`config.mk`:
```
export PLATFORM = sky130hd
export DESIGN_NAME = filter_sample_source
export DESIGN_NICKNAME = d
export VERILOG_FILES = /design/src/rtl/filter_pkg.sv /design/src/rtl/switch_debounce.sv /design/src/rtl/filter_sample_source.sv
export SDC_FILE = /design/constraint.sdc
export NUM_CORES = 1
export LEC_CHECK = 0
export ABC_AREA = 1
export CORE_MARGIN = 2
export CORE_UTILIZATION = 35
export DETAILED_ROUTE_END_ITERATION = 8
export PLACE_DENSITY_LB_ADDON = 0.25
export SYNTH_ARGS = -nofsm -noshare
export SYNTH_HDL_FRONTEND = slang
export SYNTH_SLANG_ARGS = --single-unit
```
`constraint.sdc`:
```
create_clock -name MAX10_CLK1_50 -period 1.6 [get_ports MAX10_CLK1_50]
set_input_delay 0.32 -clock MAX10_CLK1_50 [delete_from_list [all_inputs] [get_ports MAX10_CLK1_50]]
set_output_delay 0.32 -clock MAX10_CLK1_50 [all_outputs]
set_load 0.03 [all_outputs]
```
`src/rtl/filter_pkg.sv`:
```
// Shared types and constants for the recursive-filter stimulus path.
// The filter itself imports the same sample width and unit amplitude.
package filter_pkg;

   localparam int DATA_W    = 10;
   localparam int AMPLITUDE = 512;

   typedef enum logic [1:0] {
      MODE_LEVEL   = 2'b00,
      MODE_IMPULSE = 2'b01,
      MODE_SQUARE  = 2'b10,
      MODE_ZERO    = 2'b11
   } mode_e;

   typedef enum logic [1:0] {
      IDLE  = 2'b00,
      ARMED = 2'b01,
      FIRED = 2'b10
   } imp_state_e;

endpackage

```
`src/rtl/switch_debounce.sv`:
```
// Two-flop synchroniser followed by a stability-count debouncer.
// sw_d follows the synchronised input only after DB_CYCLES consecutive
// clocks of disagreement; sw_rise pulses for the first cycle sw_d is high.
module switch_debounce #(
   parameter int DB_CYCLES = 500000
) (
   input  logic clk,
   input  logic reset,
   input  logic sw_raw,
   output logic sw_d,
   output logic sw_rise
);

   localparam int CNT_W = (DB_CYCLES > 1) ? $clog2(DB_CYCLES) : 1;

   logic [1:0]       sync_r;
   logic             sw_s;
   logic             sw_d_r;
   logic             rise_r;
   logic [CNT_W-1:0] cnt_r;

   assign sw_s    = sync_r[1];
   assign sw_d    = sw_d_r;
   assign sw_rise = rise_r;

   // Synchronise the raw switch and accept a new level once it has held long enough.
   always_ff @(posedge clk) begin
      if (reset) begin
         sync_r <= 2'b00;
         sw_d_r <= 1'b0;
         rise_r <= 1'b0;
         cnt_r  <= {CNT_W{1'b0}};
      end else begin
         sync_r <= {sync_r[0], sw_raw};
         rise_r <= 1'b0;
         if (sw_s == sw_d_r) begin
            cnt_r <= {CNT_W{1'b0}};
         end else if (cnt_r == CNT_W'(DB_CYCLES - 1)) begin
            sw_d_r <= sw_s;
            rise_r <= sw_s;
            cnt_r  <= {CNT_W{1'b0}};
         end else begin
            cnt_r <= cnt_r + {{(CNT_W-1){1'b0}}, 1'b1};
         end
      end
   end

endmodule

```
`src/rtl/filter_sample_source.sv`:
```
// Stimulus source for y[n] = 0.5*y[n-1] + x[n]: debounced switch, sample
// strobe and waveform generator (level / impulse / square / zero).
// x_val, sample_idx and sample_tick are registered together, so x_val
// changes exactly in the cycle sample_tick is high.
// Optional build macro SAMPLE_SINGLE_STEP_EN replaces the free-running
// divider with one tick per debounced rising edge of step_req.
module filter_sample_source #(
   parameter int CLK_HZ    = 50000000,
   parameter int SAMPLE_HZ = 4,
   parameter int DATA_W    = filter_pkg::DATA_W,
   parameter int AMPLITUDE = filter_pkg::AMPLITUDE,
   parameter int DB_CYCLES = 500000,
   parameter int SQ_HALF   = 8
) (
   input  logic              MAX10_CLK1_50,
   input  logic              reset,
   input  logic              sw_x,
`ifdef SAMPLE_SINGLE_STEP_EN
   input  logic              step_req,
`endif
   input  logic [1:0]        mode,
   output logic              sample_tick,
   output logic [DATA_W-1:0] x_val,
   output logic [7:0]        sample_idx
);

   import filter_pkg::*;

   localparam int SQ_W = (SQ_HALF > 1) ? $clog2(SQ_HALF) : 1;

   logic              sw_d_s;
   logic              sw_rise_s;
   logic              tick_s;
   mode_e             mode_s;
   imp_state_e        state_r;
   imp_state_e        state_n_s;
   logic              imp_x_s;
   logic              phase_r;
   logic              phase_n_s;
   logic [SQ_W-1:0]   sq_cnt_r;
   logic [SQ_W-1:0]   sq_cnt_n_s;
   logic              x_hi_s;
   logic              tick_r;
   logic [DATA_W-1:0] x_val_r;
   logic [7:0]        idx_r;

   assign mode_s      = mode_e'(mode);
   assign sample_tick = tick_r;
   assign x_val       = x_val_r;
   assign sample_idx  = idx_r;

   switch_debounce #(.DB_CYCLES(DB_CYCLES)) u_sw_db (
      .clk     (MAX10_CLK1_50),
      .reset   (reset),
      .sw_raw  (sw_x),
      .sw_d    (sw_d_s),
      .sw_rise (sw_rise_s)
   );

`ifdef SAMPLE_SINGLE_STEP_EN
   logic step_d_s;

   switch_debounce #(.DB_CYCLES(DB_CYCLES)) u_step_db (
      .clk     (MAX10_CLK1_50),
      .reset   (reset),
      .sw_raw  (step_req),
      .sw_d    (step_d_s),
      .sw_rise (tick_s)
   );
`else
   localparam int DIV   = CLK_HZ / SAMPLE_HZ;
   localparam int DIV_W = $clog2(DIV);

   logic [DIV_W-1:0] div_cnt_r;

   assign tick_s = (div_cnt_r == DIV_W'(DIV - 1));

   // Free-running divider: counts 0..DIV-1 and wraps on the tick cycle.
   always_ff @(posedge MAX10_CLK1_50) begin
      if (reset) begin
         div_cnt_r <= {DIV_W{1'b0}};
      end else if (tick_s) begin
         div_cnt_r <= {DIV_W{1'b0}};
      end else begin
         div_cnt_r <= div_cnt_r + {{(DIV_W-1){1'b0}}, 1'b1};
      end
   end
`endif

   // Impulse FSM: arm on a switch rise, fire on the following tick, rearm after release.
   always_comb begin
      state_n_s = state_r;
      imp_x_s   = 1'b0;
      if (tick_s && (mode_s != MODE_IMPULSE)) begin
         state_n_s = IDLE;
      end else begin
         case (state_r)
            IDLE: begin
               if (sw_rise_s) state_n_s = ARMED;
               else           state_n_s = IDLE;
            end
            ARMED: begin
               if (tick_s) begin
                  state_n_s = FIRED;
                  imp_x_s   = 1'b1;
               end else begin
                  state_n_s = ARMED;
               end
            end
            FIRED: begin
               if (!sw_d_s) state_n_s = IDLE;
               else         state_n_s = FIRED;
            end
            default: state_n_s = IDLE;
         endcase
      end
   end

   // Square generator: phase flips at the start of every SQ_HALF-tick block.
   always_comb begin
      phase_n_s  = phase_r;
      sq_cnt_n_s = sq_cnt_r;
      if (!sw_d_s) begin
         phase_n_s  = 1'b0;
         sq_cnt_n_s = {SQ_W{1'b0}};
      end else if (tick_s) begin
         if (mode_s == MODE_SQUARE) begin
            if (sq_cnt_r == {SQ_W{1'b0}}) phase_n_s = ~phase_r;
            else                          phase_n_s = phase_r;
            if (sq_cnt_r == SQ_W'(SQ_HALF - 1)) sq_cnt_n_s = {SQ_W{1'b0}};
            else                                sq_cnt_n_s = sq_cnt_r + {{(SQ_W-1){1'b0}}, 1'b1};
         end else begin
            phase_n_s  = 1'b0;
            sq_cnt_n_s = {SQ_W{1'b0}};
         end
      end else begin
         phase_n_s  = phase_r;
         sq_cnt_n_s = sq_cnt_r;
      end
   end

   // Select whether the next sample is full scale or zero.
   always_comb begin
      x_hi_s = 1'b0;
      case (mode_s)
         MODE_LEVEL:   x_hi_s = sw_d_s;
         MODE_IMPULSE: x_hi_s = imp_x_s;
         MODE_SQUARE:  x_hi_s = sw_d_s & phase_n_s;
         MODE_ZERO:    x_hi_s = 1'b0;
         default:      x_hi_s = 1'b0;
      endcase
   end

   // Output and waveform state registers; sample path only updates on ticks.
   always_ff @(posedge MAX10_CLK1_50) begin
      if (reset) begin
         tick_r   <= 1'b0;
         x_val_r  <= {DATA_W{1'b0}};
         idx_r    <= 8'd0;
         state_r  <= IDLE;
         phase_r  <= 1'b0;
         sq_cnt_r <= {SQ_W{1'b0}};
      end else begin
         tick_r   <= tick_s;
         state_r  <= state_n_s;
         phase_r  <= phase_n_s;
         sq_cnt_r <= sq_cnt_n_s;
         if (tick_s) begin
            x_val_r <= x_hi_s ? DATA_W'(AMPLITUDE) : {DATA_W{1'b0}};
            idx_r   <= idx_r + 8'd1;
         end
      end
   end

endmodule

```
==> results of run 1 <==
[stage by stage]
step	total power [uW]	cell area [sq um]	hold WS (ns)	util	setup slack (ns)
3_5_place_dp	1750	3620	0.406	0.398	-0.00266
2_1_floorplan	1710	3250	0.388	-	0.0458
6_report	3090	3990	0.420	0.438	0.0149
5_1_grt	3230	3990	0.448	0.438	-0.0956
3_3_place_gp	1740	3620	0.392	0.398	0.0244
4_1_cts	3120	3830	0.423	0.420	0.000284
[placed cells by master (no fill, tap or decap), drive strengths merged, types with 2 or more instances in the layout]
master         instances
xnor2                  4
nand2                 99
o21ai                 13
ha                     6
dfxtp                 63
xor2                   9
nor3                  23
nor2                  55
conb                   9
dlygate4sd2           10
a21oi                 30
o211ai                 2
nand4                 17
nor4                   2
inv                   78
clkdlybuf4s50          4
nand3                 23
nor3b                  7
or2                    8
clkinv                 3
buf                   25
clkbuf                13
[final cells by class]
class,instances,share of cell area
Clock buffer,12,0.0364
Clock inverter,4,0.0113
Inverter,78,0.0734
Multi-Input combinational cell,312,0.433
Sequential cell,63,0.317
Tap cell,111,0.0348
Timing Repair Buffer,40,0.0935
[layer usage]
layer / vias to the layer above / share of wire
met5: - / 0
met2: 24 / 0.46
met3: 7 / 0.030
li1: 1534 / -
met4: 0 / 0.0086
met1: 1332 / 0.50
[sequential cells by signal, indices dropped and copies added, names as in the netlist]
signal,flops
sq_cnt_r,3
u_sw_db.sw_d,1
div_cnt_r,24
x_val,1
sample_idx,8
phase_r,1
u_sw_db.cnt_r,19
u_sw_db.sw_rise,1
state_r,2
u_sw_db.sync_r,2
sample_tick,1
[kinds of logic (layout without fill, tap and decap cells)]
| logic type | after synthesis | after routing |
|---|---|---|
| simple gates | 235 | 236 |
| buf+inv | 92 | 134 |
| flops | 63 | 63 |
| compound gates | 48 | 48 |
| xor+xnor | 13 | 13 |
| fa+ha+maj | 6 | 6 |
| other cells | 1 | 9 |
[worst register-to-register path, cell delays in order, from the launching register on]
cell and delay, ns:
dfxtp_2 0.35, ha_4 0.15, nand2_4 0.06, nor2_4 0.15, nand2_2 0.08, nor2_4 0.17, nand2_4 0.14, nand2_4 0.16
buf_6 0.11, nand2_2 0.03, o21a_1 0.09
[path summary, 6_finish.rpt]
kind | endpoint | slack (ns) | cells past startpoint
worst max register to register | sample_idx[0] | 0.01 | 10
worst min-delay path | u_sw_db.sync_r[1] | 0.42 | 2
worst min register to register | u_sw_db.sync_r[1] | 0.42 | 2
worst max-delay path | sample_idx[0] | 0.01 | 10
[repair_timing]
item | 4_1_cts | 5_1_grt
pin swaps | 1 | 11
setup endpoints to repair | 14 | 58
buffers inserted | 1 | 2
resized for setup | 12 | 36
cloned | 1 | 1
[report_power, final]
group          switching (uW)  internal [uW]  total (uW)
sequential               11.5           1580        1590
combinational            86.9           56.6         144
clock                     600            755        1360
total                     699           2390        3090
==> flow_summary.ini, run 1 <==
[run_status]
outcome = completed

[power_and_ir_drop]
cellLeakagePower_uw = 0.00163
power-per-cell-area_nw_per_um2 = 775
ir_drop_mv = 0.391

[min_path]
hold_start = u_sw_db.sync_r[0]
hold_class = flip-flop to flip-flop

[clock_tree]
cts_root_buf = clkbuf_8
cts_buffer_depth = 2
path_clk_slew_ns = 0.06
clock_latency_ns = 0.34
h-tree-depth = 3
cts_inserted_buffers = 9
clock-sinks = 63
cts_tree = built
cts_hold_buf = 0

[yosys]
synth_area_leaders = dfxtp_1 39%, nand2_1 11%, inv_1 9.0%
synthMuxAreaShare = 0
synth_top_family_by_area = simple AND/OR/NAND/NOR gates
synthAdderAreaFrac = 0.0233
syn_inst = 458
synth_compound_area_frac = 0.0780
synth_edf_count = 0
synth-seq-area-share = 0.391
yosys-top-cells-count = 91 x nand2_1, 77 x inv_1, 63 x dfxtp_1, 50 x nor2_1, 30 x a21oi_1
async_flop_share = 0
yosysTopAreaCellShare = 0.391
synth.ff_latch_count = 63
ys_types = 37
synth.most_common_cell = nand2_1
synth_xor_area_frac = 0.0353
synth.largest_area_cell = dfxtp_1
ys_warn_count = 0
synth_simple_gate_area_frac = 0.350
synth-main-ff-cell = dfxtp_1
synth_area_sq_um = 3220
postSynthAreaPerCell_sq_um = 7.04

[global_route]
antenna_found_initial = 0
track_usage = 0.145
grt_max_degree = 24
global_route.peak_usage_layer = met2
first_global_vias = 2748
use_met3 = 0.0383
use_met1 = 0.189
grt_use_met2 = 0.229
gr-total-overflow = 0
grt_pass1_wl_mm = 11.8

[timing]
drv_slew = 0
rsz0062_at_grt = true
post-route-min-period_ns = 1.59
fin_crit_sh = 0.991
finalSetupViolations = 0
fmax_mhz = 631
fin_setup_tns_ns = 0
fin_worst_skew_ns = 0.00946
final-hold-violation-count = 0

[setup_path]
max_stage_delay_ns = 0.35
critPathMaxFanout = 6
cp.required_ns = 1.83
cp_cell_sequence = ha_4, nand2_4, nor2_4, nand2_2, nor2_4, nand2_4, nand2_4, buf_6, nand2_2, o21a_1
crit_family = simple AND/OR/NAND/NOR gates
r2r-start = div_cnt_r[1]
slowest_stage = dfxtp_2
cpMostUsedCell = nand2_4
cp.arrival_ns = 1.82
crit_buf_inv = 1
startpoint_type = flip-flop
crit_start = div_cnt_r[1]
critical_path_class = flip-flop to flip-flop
cp-end-kind = flip-flop

[floorplanning]
die_area_sq_um = 10000
fp-row-count = 35
pin_count = 24
die_w_microns = 100
core_area_sq_um = 9110
start_util = 0.354
die_h_microns = 100

[job]
max_cap_viol_count = 0

[place]
dp_hpwl_mm = 4.93
dp_cells = 599
portBuffers = 14
place_congestion = 0.797

[final_layout]
syn_to_final_growth_pct = 23.6
layout.nets = 515
layout.cells.non_filler = 620
multiInputGateArea_sq_um = 1730
seq_area_sq_um = 1260
nFillCells = 955
antenna_cells = 0
drive_gt1_frac = 0.173

[drt]
totalWireLength_mm = 6.85
ant_nets = 0
viasPerCell = 4.67
drtIter0Drc = 89
dr.pass1.iters = 4
drc = 0
wl_per_cell_microns = 11.0
via_count = 2897
Power figures use the tool's default switching activity.
==> run 2: changes to the inputs <==
REMOVE_ABC_BUFFERS = 1   (was not set)
==> run 2 against run 1 <==
Compared with the run above: count of clock-buffer cells in the layout fell by 3; critical path depth unchanged; sequential power is essentially flat; largest power group unchanged; critical endpoint is now sample_idx[4]; sequential share of layout area increased by 0.078 points.
==> flow_summary.ini, run 2 (synthesis results as in run 1) <==
[min_path]
hold_class = flip-flop to flip-flop

[final_layout]
multiInputGateArea_sq_um = 1700
largest-register = div_cnt_r
drive_gt1_frac = 0.166
layout.cells.non_filler = 622
layout.nets = 517
syn_to_final_growth_pct = 23.2
final_cell_mix = 88 x nand2_1, 76 x inv_1, 61 x dfxtp_1
antenna_cells = 0
largest_reg_flops = 24
layout_commonest_cell = nand2_1
finalInstanceArea_sq_um = 3970
utilization = 0.436
seq_area_sq_um = 1260
nFillCells = 929

[setup_path]
crit_end = sample_idx[4]
startpoint_type = flip-flop
reg2reg_to = sample_idx[4]
cp.arrival_ns = 1.79
r2r-start = div_cnt_r[1]
crit_start = div_cnt_r[1]
critical_path_class = flip-flop to flip-flop
critPathMaxFanout = 7
rr_worst_depth = 10
cp.required_ns = 1.83
regToRegSetupSlack_ns = 0.04
cp-end-kind = flip-flop

[place]
dpl_cell_area_sq_um = 3620
dp_hpwl_mm = 4.94
place_congestion = 0.802
dp_cells = 600
portBuffers = 14

[drt]
viasPerCell = 4.62
drc = 0
wl_per_cell_microns = 10.6
drtIter0Drc = 78
ant_nets = 0
via_count = 2875
totalWireLength_mm = 6.62
dr.pass1.iters = 4

[floorplanning]
die_w_microns = 100
die_h_microns = 100
start_util = 0.354
core_area_sq_um = 9110
die_area_sq_um = 10000
fp-row-count = 35
pin_count = 24

[clock_tree]
h-tree-depth = 3
cts_buffer_depth = 2
clock_latency_ns = 0.34
path_clk_slew_ns = 0.08
cts_inserted_buffers = 9
cts_root_buf = clkbuf_8
clock-sinks = 63
cts_tree = built
cts_hold_buf = 0

[timing]
post-route-min-period_ns = 1.56
fin_setup_tns_ns = 0
fmax_mhz = 641
final-hold-violation-count = 0
finalSetupViolations = 0
fin_worst_skew_ns = 0.0130
fin_crit_sh = 0.975
drv_slew = 0
rsz0062_at_grt = true

[global_route]
antenna_found_initial = 0
track_usage = 0.142
grt_max_degree = 24
grt_pass1_wl_mm = 11.6
gr-total-overflow = 0
first_global_vias = 2707

[power_and_ir_drop]
ir_drop_mv = 0.607
power.total_uw = 3250
cellLeakagePower_uw = 0.00163
power-per-cell-area_nw_per_um2 = 819

[job]
max_cap_viol_count = 0

[run_status]
outcome = completed
## run 2: cell count changes in the layout (fill, tap and decap cells not counted), sizes merged
| cell | change |
|---|---|
| buf | +3 |
| bufinv | +1 |
| clkbuf | -4 |
| clkinv | +1 |
| inv | +1 |
## run 2: power breakdown
part / switching, uW / internal [uW]
sequential: 10.9 / 1580
combinational: 79.6 / 44.4
clock: 656 / 882
## run 2: what timing repair did
item                       in CTS  in global routing
gates resized for setup        19                 19
setup endpoints to repair      40                 53
gates cloned                    1                  0
pin swaps                       4                 13
hold endpoints to repair        0                  0
setup buffers                   2                  3
## run 2: how the worst min path moves through the flow
| stage | start | to | slack, ns | cells past startpoint |
|---|---|---|---|---|
| 3_3_place_gp | u_sw_db.sync_r[0] | u_sw_db.sync_r[1] | 0.39 | 2 |
| 3_5_place_dp | u_sw_db.sync_r[0] | u_sw_db.sync_r[1] | 0.40 | 2 |
| 2_1_floorplan | u_sw_db.sync_r[0] | u_sw_db.sync_r[1] | 0.39 | 2 |
| 4_1_cts | u_sw_db.sync_r[0] | u_sw_db.sync_r[1] | 0.41 | 2 |
| 6_report | u_sw_db.sync_r[0] | u_sw_db.sync_r[1] | 0.41 | 2 |
| 5_1_grt | u_sw_db.sync_r[0] | u_sw_db.sync_r[1] | 0.42 | 2 |
## run 2: cell type report
| cell class | count | share of cell area |
|---|---|---|
| repair buffers | 42 | 0.0891 |
| clock buffers | 9 | 0.0312 |
| multi-input cells | 312 | 0.429 |
| inverters | 78 | 0.0737 |
| flip-flops and latches | 63 | 0.318 |
| clock inverters | 7 | 0.0243 |
| well taps | 111 | 0.0350 |
## run 2: per-layer routing
| layer | GRT usage | share of wire |
|---|---|---|
| met5 | 0 | 0 |
| met4 | 0.0548 | 0.012 |
| met3 | 0.0369 | 0.039 |
| met2 | 0.228 | 0.46 |
| met1 | 0.184 | 0.49 |
## run 2: critical path, cell delays in order, from the launching register on
cell and delay, ns:
dfxtp_2 0.35, ha_4 0.15, nand2_4 0.05, nor2_4 0.12, nand2_2 0.07, nor2_4 0.15
nand2_4 0.14, nor3_4 0.24, nand2_1 0.07, nand2_1 0.06, a21oi_1 0.04
## run 2: metrics by stage
step           setup WS (ns)  hold slack (ns)
6_report              0.0406            0.406
5_1_grt              -0.0748            0.424
4_1_cts            -0.000130            0.408
3_5_place_dp         -0.0473            0.397
3_3_place_gp          0.0104            0.393
2_1_floorplan         -0.224            0.388
==> run 3: changes to the inputs <==
GPL_TIMING_DRIVEN = 0   (was not set)
RECOVER_POWER = 50   (was not set)
clock period = 1.62 ns   (was 1.6 ns; I/O delays follow)
==> run 3 against run 2 <==
Compared with the run above: the run now ends with negative setup slack left; combinational power is 13% higher; die area stayed put; final area is 1.9% higher; sequential power hardly changed; worst hold slack worse by 0.0033 ns; final cell count is 0.96% lower; largest cell class unchanged; critical path type unchanged; core utilization is 0.84 points higher; power is 6.4% lower; critical path depth is 3 lower; fmax is 6.1% lower; first-iteration DRC count is 44% higher.
==> flow_summary.ini, run 3 (synthesis results as in run 1) <==
[power_and_ir_drop]
cellLeakagePower_uw = 0.00160
pwr-share-clk = 0.437
power-per-cell-area_nw_per_um2 = 752
ir_drop_mv = 0.401
power.total_uw = 3040
p_sw_frac = 0.226
p_seq_frac = 0.517
p_comb_frac = 0.046
netSwitchingPower_uw = 687
p_int_uw = 2360

[setup_path]
regToRegSetupSlack_ns = -0.04
reg2reg_to = div_cnt_r[23]
max_stage_delay_ns = 0.39
startpoint_type = flip-flop
crit_buf_inv = 0
crit_cells = 7
cp.arrival_ns = 1.93
critPathMaxFanout = 5
cp-end-kind = flip-flop
crit_start = div_cnt_r[8]
cp_cell_sequence = nand2_1, nor2_1, nand3_1, nor3_1, nand2_1, or2_0, a21oi_1
r2r-start = div_cnt_r[8]
cpMostUsedCell = nand2_1
slowest_stage = dfxtp_1
crit_end = div_cnt_r[23]
critical_path_class = flip-flop to flip-flop
crit_family = simple AND/OR/NAND/NOR gates
rr_worst_depth = 7
cp.required_ns = 1.89

[min_path]
hold_class = flip-flop to flip-flop
min_path_cells = 2

[timing]
fin_setup_tns_ns = -0.0400
finalSetupViolations = 1
max-slew-margin-rel = 0.643
final-hold-violation-count = 0
tightest_slew_ns = 0.536
fin_ws_ns = -0.0400
drv_slew = 0
post-route-min-period_ns = 1.66
rsz0062_at_grt = true
fin_worst_skew_ns = 0.00875
fmax_mhz = 602
fin_crit_sh = 1.02

[clock_tree]
clock_latency_ns = 0.33
cts_hold_buf = 0
cts_buffer_depth = 2
cts_root_buf = clkbuf_8
clock-sinks = 63
path_clk_slew_ns = 0.07
h-tree-depth = 3
cts_tree = built
cts_inserted_buffers = 9

[global_route]
grt_pass1_wl_mm = 11.6
gr-total-overflow = 0
track_usage = 0.143
first_global_vias = 2601
grt_max_degree = 13
antenna_found_initial = 0

[final_layout]
layout.cells.non_filler = 616
largest_reg_flops = 24
layout_commonest_cell = nand2_1
layout.nets = 511
largest-register = div_cnt_r
syn_to_final_growth_pct = 25.6
nFillCells = 930
drive_gt1_frac = 0.188
antenna_cells = 0
utilization = 0.445
final_cell_mix = 89 x nand2_1, 74 x inv_1, 56 x dfxtp_1

[place]
place_congestion = 0.791
dp_hpwl_mm = 4.69
dp_cells = 577
portBuffers = 14

[drt]
viasPerCell = 4.69
drc = 0
totalWireLength_mm = 7.16
dr.pass1.iters = 4
via_count = 2889
ant_nets = 0
drtIter0Drc = 112
wl_per_cell_microns = 11.6

[floorplanning]
fp-row-count = 35
pin_count = 24
die_h_microns = 100
die_area_sq_um = 10000
start_util = 0.354
die_w_microns = 100
core_area_sq_um = 9110

[job]
max_cap_viol_count = 0

[run_status]
outcome = finished with violations
violations = negative setup slack
## run 3: cell count changes in the layout (fill, tap and decap cells not counted), sizes merged
cell	before	now
nand2	99	101
bufinv	2	1
dlygate4sd2	10	11
clkbuf	9	12
inv	79	76
clkdlybuf4s50	4	3
clkinvlp	0	1
buf	28	20
## run 3: routing by layer
| metal | wire (microns) | track usage | up-vias |
|---|---|---|---|
| met4 | 76 | 0.0611 | 0 |
| met5 | 0 | 0 | - |
| met3 | 165 | 0.0355 | 9 |
| met1 | 3410 | 0.182 | 1315 |
| li1 | - | - | 1531 |
| met2 | 3500 | 0.232 | 34 |
## run 3: power groups by stage
stage	clock network (uW)	logic (uW)	registers, uW
after floorplan	0	61.5	1610
after global placement	0	93.9	1600
after detailed placement	0	95.3	1610
after CTS	1380	135	1570
after global routing	1450	152	1570
final	1330	140	1570
## run 3: layout make-up
type / instances / area (sq um) / share of cell area
clock buffer: 12 / 145 / 0.0358
clock inverter: 4 / 45.0 / 0.0111
inverter: 78 / 302 / 0.0745
multi-input combinational: 314 / 1820 / 0.448
sequential: 63 / 1270 / 0.314
tap: 111 / 139 / 0.0343
timing repair buffer: 34 / 333 / 0.0822
## run 3: worst min path at each step
stage	end	startpoint	slack, ns
after floorplan	u_sw_db.sync_r[1]	u_sw_db.sync_r[0]	0.39
after global placement	u_sw_db.sync_r[1]	u_sw_db.sync_r[0]	0.40
after detailed placement	u_sw_db.sync_r[1]	u_sw_db.sync_r[0]	0.39
after CTS	u_sw_db.sync_r[1]	u_sw_db.sync_r[0]	0.40
after global routing	u_sw_db.sync_r[1]	u_sw_db.sync_r[0]	0.44
final	u_sw_db.sync_r[1]	u_sw_db.sync_r[0]	0.40
## run 3: worst register-to-register path: stages, from the launching register on
cell	delay, ns
dfxtp_1	0.39
nand2_1	0.13
nor2_1	0.20
nand3_1	0.14
nor3_1	0.24
nand2_1	0.15
or2_0	0.22
a21oi_1	0.12
## run 3: timing repair
action,CTS,global route
resized for setup,38,34
gates cloned,3,1
endpoints found under the setup margin,70,51
pin swaps,8,12
setup buffers,13,6
## run 3: through the flow
| step | instance area (sq um) | hold slack (ns) | setup slack (ns) |
|---|---|---|---|
| after global placement | 3430 | 0.398 | -0.736 |
| after detailed placement | 3430 | 0.394 | -0.735 |
| final | 4050 | 0.403 | -0.0400 |
| after global routing | 4050 | 0.436 | -0.110 |
| after floorplan | 3160 | 0.388 | -0.204 |
| after CTS | 3910 | 0.404 | -0.00474 |
